**config.mk**
```make
export PLATFORM = sky130hd
export DESIGN_NAME = multicycle_ctrl
export DESIGN_NICKNAME = d
export VERILOG_FILES = /design/src/rtl/riscv_ctrl_pkg.sv /design/src/rtl/multicycle_ctrl.sv
export SDC_FILE = /design/constraint.sdc
export NUM_CORES = 1
export LEC_CHECK = 0
export ABC_AREA = 1
export CORE_MARGIN = 3
export CORE_UTILIZATION = 49
export DETAILED_ROUTE_END_ITERATION = 10
export PLACE_DENSITY = 0.9
export SLEW_MARGIN = 20
export SYNTH_ARGS = -nofsm -noshare
export SYNTH_HDL_FRONTEND = slang
export SYNTH_SLANG_ARGS = --single-unit
```
**constraint.sdc**
```tcl
create_clock -name clk -period 2.9 [get_ports clk]
set_clock_uncertainty 0.15 [all_clocks]
set_input_delay 0.58 -clock clk [delete_from_list [all_inputs] [get_ports clk]]
set_output_delay 0.58 -clock clk [all_outputs]
set_load 0.05 [all_outputs]
```
**src/rtl/riscv_ctrl_pkg.sv**
```systemverilog
// rtl/riscv_ctrl_pkg.sv - shared encodings for the multi-cycle RV32I control FSM
// Purpose: state encoding, supported opcodes and datapath select encodings used
//          by multicycle_ctrl and anything that decodes its select outputs.
// Ports:   none (package).
package riscv_ctrl_pkg;

  typedef enum logic [3:0] {
    S_FETCH   = 4'd0,
    S_DECODE  = 4'd1,
    S_MEMADR  = 4'd2,
    S_MEMRD   = 4'd3,
    S_MEMWB   = 4'd4,
    S_MEMWR   = 4'd5,
    S_EXECR   = 4'd6,
    S_EXECI   = 4'd7,
    S_ALUWB   = 4'd8,
    S_ILLEGAL = 4'd9
  } state_t;

  localparam logic [6:0] OP_R  = 7'b0110011;
  localparam logic [6:0] OP_I  = 7'b0010011;
  localparam logic [6:0] OP_LW = 7'b0000011;
  localparam logic [6:0] OP_SW = 7'b0100011;

  localparam logic [1:0] SRCA_PC    = 2'b00;
  localparam logic [1:0] SRCA_OLDPC = 2'b01;
  localparam logic [1:0] SRCA_RS1   = 2'b10;

  localparam logic [1:0] SRCB_RS2   = 2'b00;
  localparam logic [1:0] SRCB_IMM   = 2'b01;
  localparam logic [1:0] SRCB_FOUR  = 2'b10;

  localparam logic [1:0] ALUOP_ADD   = 2'b00;
  localparam logic [1:0] ALUOP_SUB   = 2'b01;
  localparam logic [1:0] ALUOP_FUNCT = 2'b10;

  localparam logic [1:0] RES_ALUOUT  = 2'b00;
  localparam logic [1:0] RES_MEMDATA = 2'b01;
  localparam logic [1:0] RES_ALU     = 2'b10;

endpackage

```
**src/rtl/multicycle_ctrl.sv**
```systemverilog
// rtl/multicycle_ctrl.sv - main control FSM of the multi-cycle RV32I core
// Purpose: sequences the shared memory port, ALU and register file through
//          FETCH..WRITEBACK for R-type, I-type ALU, lw and sw; stalls on
//          mem_ready, counts retired instructions, halts on unsupported opcodes.
// Ports:
//   clk, reset          clock (rising edge), asynchronous active-high reset
//   opcode[6:0]         IR[6:0], looked at only in DECODE and MEMADR
//   mem_ready           memory access completes on a cycle with it high
//   pc_write, ir_write  PC / IR+oldPC write enables
//   adr_src             memory address select (0 PC, 1 ALUOut)
//   mem_read, mem_write memory requests
//   reg_write           register file write enable
//   alu_src_a/b, alu_op, result_src  datapath selects (see riscv_ctrl_pkg)
//   halted              high while stopped on an illegal opcode
//   instr_retired       retired-instruction count, wraps modulo 2^CNT_W
module multicycle_ctrl
  import riscv_ctrl_pkg::*;
#(
  parameter int CNT_W           = 32,
  parameter bit HALT_ON_ILLEGAL = 1'b1
) (
  input  logic             clk,
  input  logic             reset,
  input  logic [6:0]       opcode,
  input  logic             mem_ready,
  output logic             pc_write,
  output logic             ir_write,
  output logic             adr_src,
  output logic             mem_read,
  output logic             mem_write,
  output logic             reg_write,
  output logic [1:0]       alu_src_a,
  output logic [1:0]       alu_src_b,
  output logic [1:0]       alu_op,
  output logic [1:0]       result_src,
  output logic             halted,
  output logic [CNT_W-1:0] instr_retired
);

  state_t             state_q, state_d;
  logic [CNT_W-1:0]   instr_retired_q, instr_retired_d;
  logic               retire;

  always_ff @(posedge clk or posedge reset) begin
    if (reset) begin
      state_q         <= S_FETCH;
      instr_retired_q <= '0;
    end else begin
      state_q         <= state_d;
      instr_retired_q <= instr_retired_d;
    end
  end

  always_comb begin
    state_d = state_q;
    case (state_q)
      S_FETCH:  if (mem_ready) state_d = S_DECODE;
      S_DECODE: begin
        case (opcode)
          OP_R:         state_d = S_EXECR;
          OP_I:         state_d = S_EXECI;
          OP_LW, OP_SW: state_d = S_MEMADR;
          // Unsupported opcodes either stop the core or are dropped unretired.
          default:      state_d = HALT_ON_ILLEGAL ? S_ILLEGAL : S_FETCH;
        endcase
      end
      S_MEMADR: state_d = (opcode == OP_LW) ? S_MEMRD : S_MEMWR;
      S_MEMRD:  if (mem_ready) state_d = S_MEMWB;
      S_MEMWB:  state_d = S_FETCH;
      S_MEMWR:  if (mem_ready) state_d = S_FETCH;
      S_EXECR:  state_d = S_ALUWB;
      S_EXECI:  state_d = S_ALUWB;
      S_ALUWB:  state_d = S_FETCH;
      S_ILLEGAL: state_d = S_ILLEGAL;
      default:  state_d = S_FETCH;
    endcase
  end

  // An instruction retires on the edge that leaves its last state; a store's
  // last state is MEMWR, which it leaves only once the write is accepted.
  always_comb begin
    retire = (state_q == S_MEMWB) || (state_q == S_ALUWB) ||
             ((state_q == S_MEMWR) && mem_ready);
    instr_retired_d = instr_retired_q + {{(CNT_W-1){1'b0}}, retire};
  end

  assign instr_retired = instr_retired_q;

  // Moore decode from the state register only (FETCH's write enables follow
  // mem_ready so PC/IR update on the cycle the fetch completes).
  always_comb begin
    pc_write   = 1'b0;
    ir_write   = 1'b0;
    adr_src    = 1'b0;
    mem_read   = 1'b0;
    mem_write  = 1'b0;
    reg_write  = 1'b0;
    alu_src_a  = SRCA_PC;
    alu_src_b  = SRCB_RS2;
    alu_op     = ALUOP_ADD;
    result_src = RES_ALUOUT;
    halted     = 1'b0;
    case (state_q)
      S_FETCH: begin
        mem_read   = 1'b1;
        pc_write   = mem_ready;
        ir_write   = mem_ready;
        alu_src_a  = SRCA_PC;
        alu_src_b  = SRCB_FOUR;
        alu_op     = ALUOP_ADD;
        result_src = RES_ALU;
      end
      S_MEMADR: begin
        alu_src_a = SRCA_RS1;
        alu_src_b = SRCB_IMM;
        alu_op    = ALUOP_ADD;
      end
      S_MEMRD: begin
        adr_src  = 1'b1;
        mem_read = 1'b1;
      end
      S_MEMWB: begin
        result_src = RES_MEMDATA;
        reg_write  = 1'b1;
      end
      S_MEMWR: begin
        adr_src   = 1'b1;
        mem_write = 1'b1;
      end
      S_EXECR: begin
        alu_src_a = SRCA_RS1;
        alu_src_b = SRCB_RS2;
        alu_op    = ALUOP_FUNCT;
      end
      S_EXECI: begin
        alu_src_a = SRCA_RS1;
        alu_src_b = SRCB_IMM;
        alu_op    = ALUOP_FUNCT;
      end
      S_ALUWB: begin
        result_src = RES_ALUOUT;
        reg_write  = 1'b1;
      end
      S_ILLEGAL: halted = 1'b1;
      default: ;
    endcase
  end

endmodule

```
==> results of run 1 <==
where the power goes:
| part | total [uW] | internal, uW | switching, uW |
|---|---|---|---|
| Clock | 364 | 170 | 194 |
| Sequential | 622 | 557 | 65.5 |
| Combinational | 711 | 232 | 479 |
cell families after synthesis:
family,share of synthesized area
AO/OA/AOI/OAI,0.01630
XOR/XNOR,0.06868
buffers and inverters,0.05763
flip-flops,0.4191
other,0.001745
AND/OR/NAND/NOR,0.4249
adder cells (fa/ha/maj),0.01164
cell usage in the layout, fill, tap and decap left out:
cell type,synthesis,final
inv_2,3,3
ha_1,2,2
o21ai_1,0,1
xnor2_1,5,5
nor2_8,3,3
nand3_4,1,1
dfrtp_1,36,36
a21oi_1,2,1
nand2_4,2,2
o21ai_0,2,1
nand4_1,1,1
dlymetal6s2s_1,0,4
nand3_2,1,1
xor2_2,1,1
nand2_1,108,108
clkdlybuf4s50_1,0,48
nor2_2,6,6
nand3b_1,12,12
xor2_1,10,10
inv_1,24,24
o211ai_1,1,1
clkinvlp_4,0,2
nand2_2,2,2
clkbuf_8,0,5
a21oi_2,0,1
o21bai_1,1,1
conb_1,1,2
nor2_1,48,48
nor2_4,1,1
buf_12,0,2
clkinv_4,0,1
nand3_1,12,12
buf_4,3,1
sequential cells by signal (all words and copies together) (netlist names):
name           count
instr_retired     32
state_q            4
repair_timing:
action | in CTS | in global routing
resized for setup | 0 | 4
hold buffers | 0 | 0
buffers inserted | 0 | 0
setup endpoints to repair | 0 | 4
area by class of cell:
| class | count | area (um^2) |
|---|---|---|
| clock buffers | 5 | 68.82 |
| clock inverters | 3 | 23.77 |
| fillers | 344 | 1247 |
| inverters | 27 | 101.3 |
| multi-input cells | 223 | 1132 |
| flip-flops and latches | 36 | 900.9 |
| well taps | 50 | 62.56 |
| repair buffers | 55 | 578.1 |
worst paths after layout:
check                                            from                     endpoint  slack [ns]
setup / recovery               state_q[3]$_DFFE_PP0P_                    alu_op[1]        0.19
setup reg to reg               state_q[0]$_DFFE_PP0P_  instr_retired[30]$_DFF_PP0_        0.50
hold reg to reg            instr_retired[0]$_DFF_PP0_   instr_retired[0]$_DFF_PP0_        0.37
max in group asynchronous                       reset  instr_retired[15]$_DFF_PP0_        1.75
min in group asynchronous                       reset   instr_retired[1]$_DFF_PP0_        0.53
hold / removal             instr_retired[0]$_DFF_PP0_   instr_retired[0]$_DFF_PP0_        0.37
Yosys cell counts:
cell type	instances	area share
nand2_2	2	0.0058
nor2_1	48	0.084
nand3_2	1	0.0047
nand4_1	1	0.0029
xnor2_1	5	0.020
o21bai_1	1	0.0035
xor2_2	1	0.0076
nand3b_1	12	0.042
nand2_4	2	0.010
xor2_1	10	0.041
inv_2	3	0.0052
o21ai_0	2	0.0047
nor2_4	1	0.0052
conb_1	1	0.0017
nand3_4	1	0.0082
ha_1	2	0.012
inv_1	24	0.042
nand3_1	12	0.028
dfrtp_1	36	0.42
nor2_8	3	0.028
o211ai_1	1	0.0035
buf_4	3	0.010
a21oi_1	2	0.0047
nor2_2	6	0.017
nand2_1	108	0.19
stage by stage:
step	utilization	cells	instance area [um^2]	setup WS, ns	power (uW)
floorplan	-	289	2157	0.003118	1112
global placement	0.6719	391	2765	0.2653	1337
detailed placement	0.6719	391	2765	0.1704	1346
CTS	0.6944	399	2858	0.03237	1707
global route	0.6969	399	2868	0.1009	1785
finish	0.6969	399	2868	0.1915	1697
layer usage:
metal,share of wire,vias to the layer above,GRT usage
met4,0.042,0,0.1106
met5,0,-,0
met3,0.072,20,0.06233
met1,0.40,912,0.2509
met2,0.49,87,0.3680
li1,-,1005,-
==> summary.md, run 1 <==
| Metric | Value |
|---|---|
| Status | finished clean |
| Synth warnings | 0 |
| FF+latch count, synth | 36 |
| CP max stage cell | clkdlybuf4s50_1 |
| Critical path, cell by cell | nor2_1 > inv_1 > nor2_1 > clkdlybuf4s50_1 |
| Fin crit period | ~2.7 ns |
| Residual DRC | 0 |
| CTS clk-pin slew, worst paths | 0.08 ns |
| Clock Latency Late Sink | about 0.30 ns |
| CP Capture Type | output pin |
| Final-stage net count | 360 |
| WP data arrival | 1.98 ns |
| Fin Setup TNS | 0 ns |
| Post-detail-place hpwl | between 4 and 5 mm |
| Unrepaired setup endpoints after global routing | no |
| Tot GR Track Use | 0.2181 |
| Diode count | 0 |
| I/O pins | 57 |
| Hold Path Class | reg -> reg |
| Final slew viol count | 0 |
| Worst path bufs/invs | 2 |
| Clock buffer depth | 2 |
| Maximum vdd drop | 748.4 uV |
| Antenna violations before repair | 0 |
| Total Wirelength | approximately 5.2 mm |
| Via density | 5.073 |
| Via count | about 2000 |
| Vias in the first global route | between 2000 and 2500 |
| Syn_area_per_cell | 7.464 um^2 |
| Post-Syn Area | 0.002150 mm^2 |
| Slew headroom | 0.6491 |
| Share of cells above drive strength 1 | 0.09169 |
| Netlist cell types | 25 |
| Port Buffer Count | 54 |
| Setup-failing EPs final | 0 |
| Cells after Synth | ~290 |
| WP depth | 4 |
| Number of detailed-route iterations in the first pass | 4 |
| Power density cells | 591.7 mW/mm^2 |
| DRT iter0 DRCs | between 100 and 150 |
| CP max stage delay | 0.86 ns |
| Final hold violations | 0 |
| Number of CTS-inserted buffers | 5 |
| Starting density of the core | 0.5223 |
| Clk sinks | 36 |
| Area Growth Syn to Fin | 33.41% |
| Final Cycle Share | 0.9340 |
| Root buffer cell | clkbuf_8 |
| Tightest Pin Transition | between 0.5 and 0.6 ns |
| Largest net degree at the start of global routing | 37 |
| Reg2Reg Depth | 13 |
| Most common cell on crit path | nor2_1 |
| GPL Wtd Cong | between 0.9 and 1 |
| H-tree Lvls | 2 |
| Core Rows | 23 |
| Critical Path RT | 2.17 ns |
| DIE WIDTH | ~72 um |
| Final hold slack | 0.3716 ns |
| Sequential element share of the synthesized area | 0.4191 |
| Overflow after GRT | 0 |
| CP startpoint kind | flip-flop |
| CTS tree | built |
| Max frequency | 369.2 MHz |
| DIE AREA | 0.005218 mm^2 |
| Hold path depth | 1 |
| Crit-path leading delay family | buffers and inverters |
| DIE HEIGHT | 72.24 um |
| Core Region | 0.004115 mm^2 |
| First-pass GRT wire length | roughly 9.0 mm |
| CP max FO | 3 |
| LEAKAGE | 0.001459 uW |
| WL/cell | 13.07 um |
| Critical setup path kind | reg -> out |
| Routed Antenna Nets | 0 |
| Number of max-cap violations | 0 |
No activity file was read; power rests on OpenSTA's default activity.
==> run 2, diff against run 1 <==
--- a/config.mk
+++ b/config.mk
@@ -9,6 +9,7 @@
 export CORE_MARGIN = 3
 export CORE_UTILIZATION = 49
 export DETAILED_ROUTE_END_ITERATION = 10
+export GPL_TIMING_DRIVEN = 1
 export PLACE_DENSITY = 0.9
 export SLEW_MARGIN = 20
 export SYNTH_ARGS = -nofsm -noshare
==> results of run 2 <==
No change in the layout: final DEF, timing and power equal those of run 1.
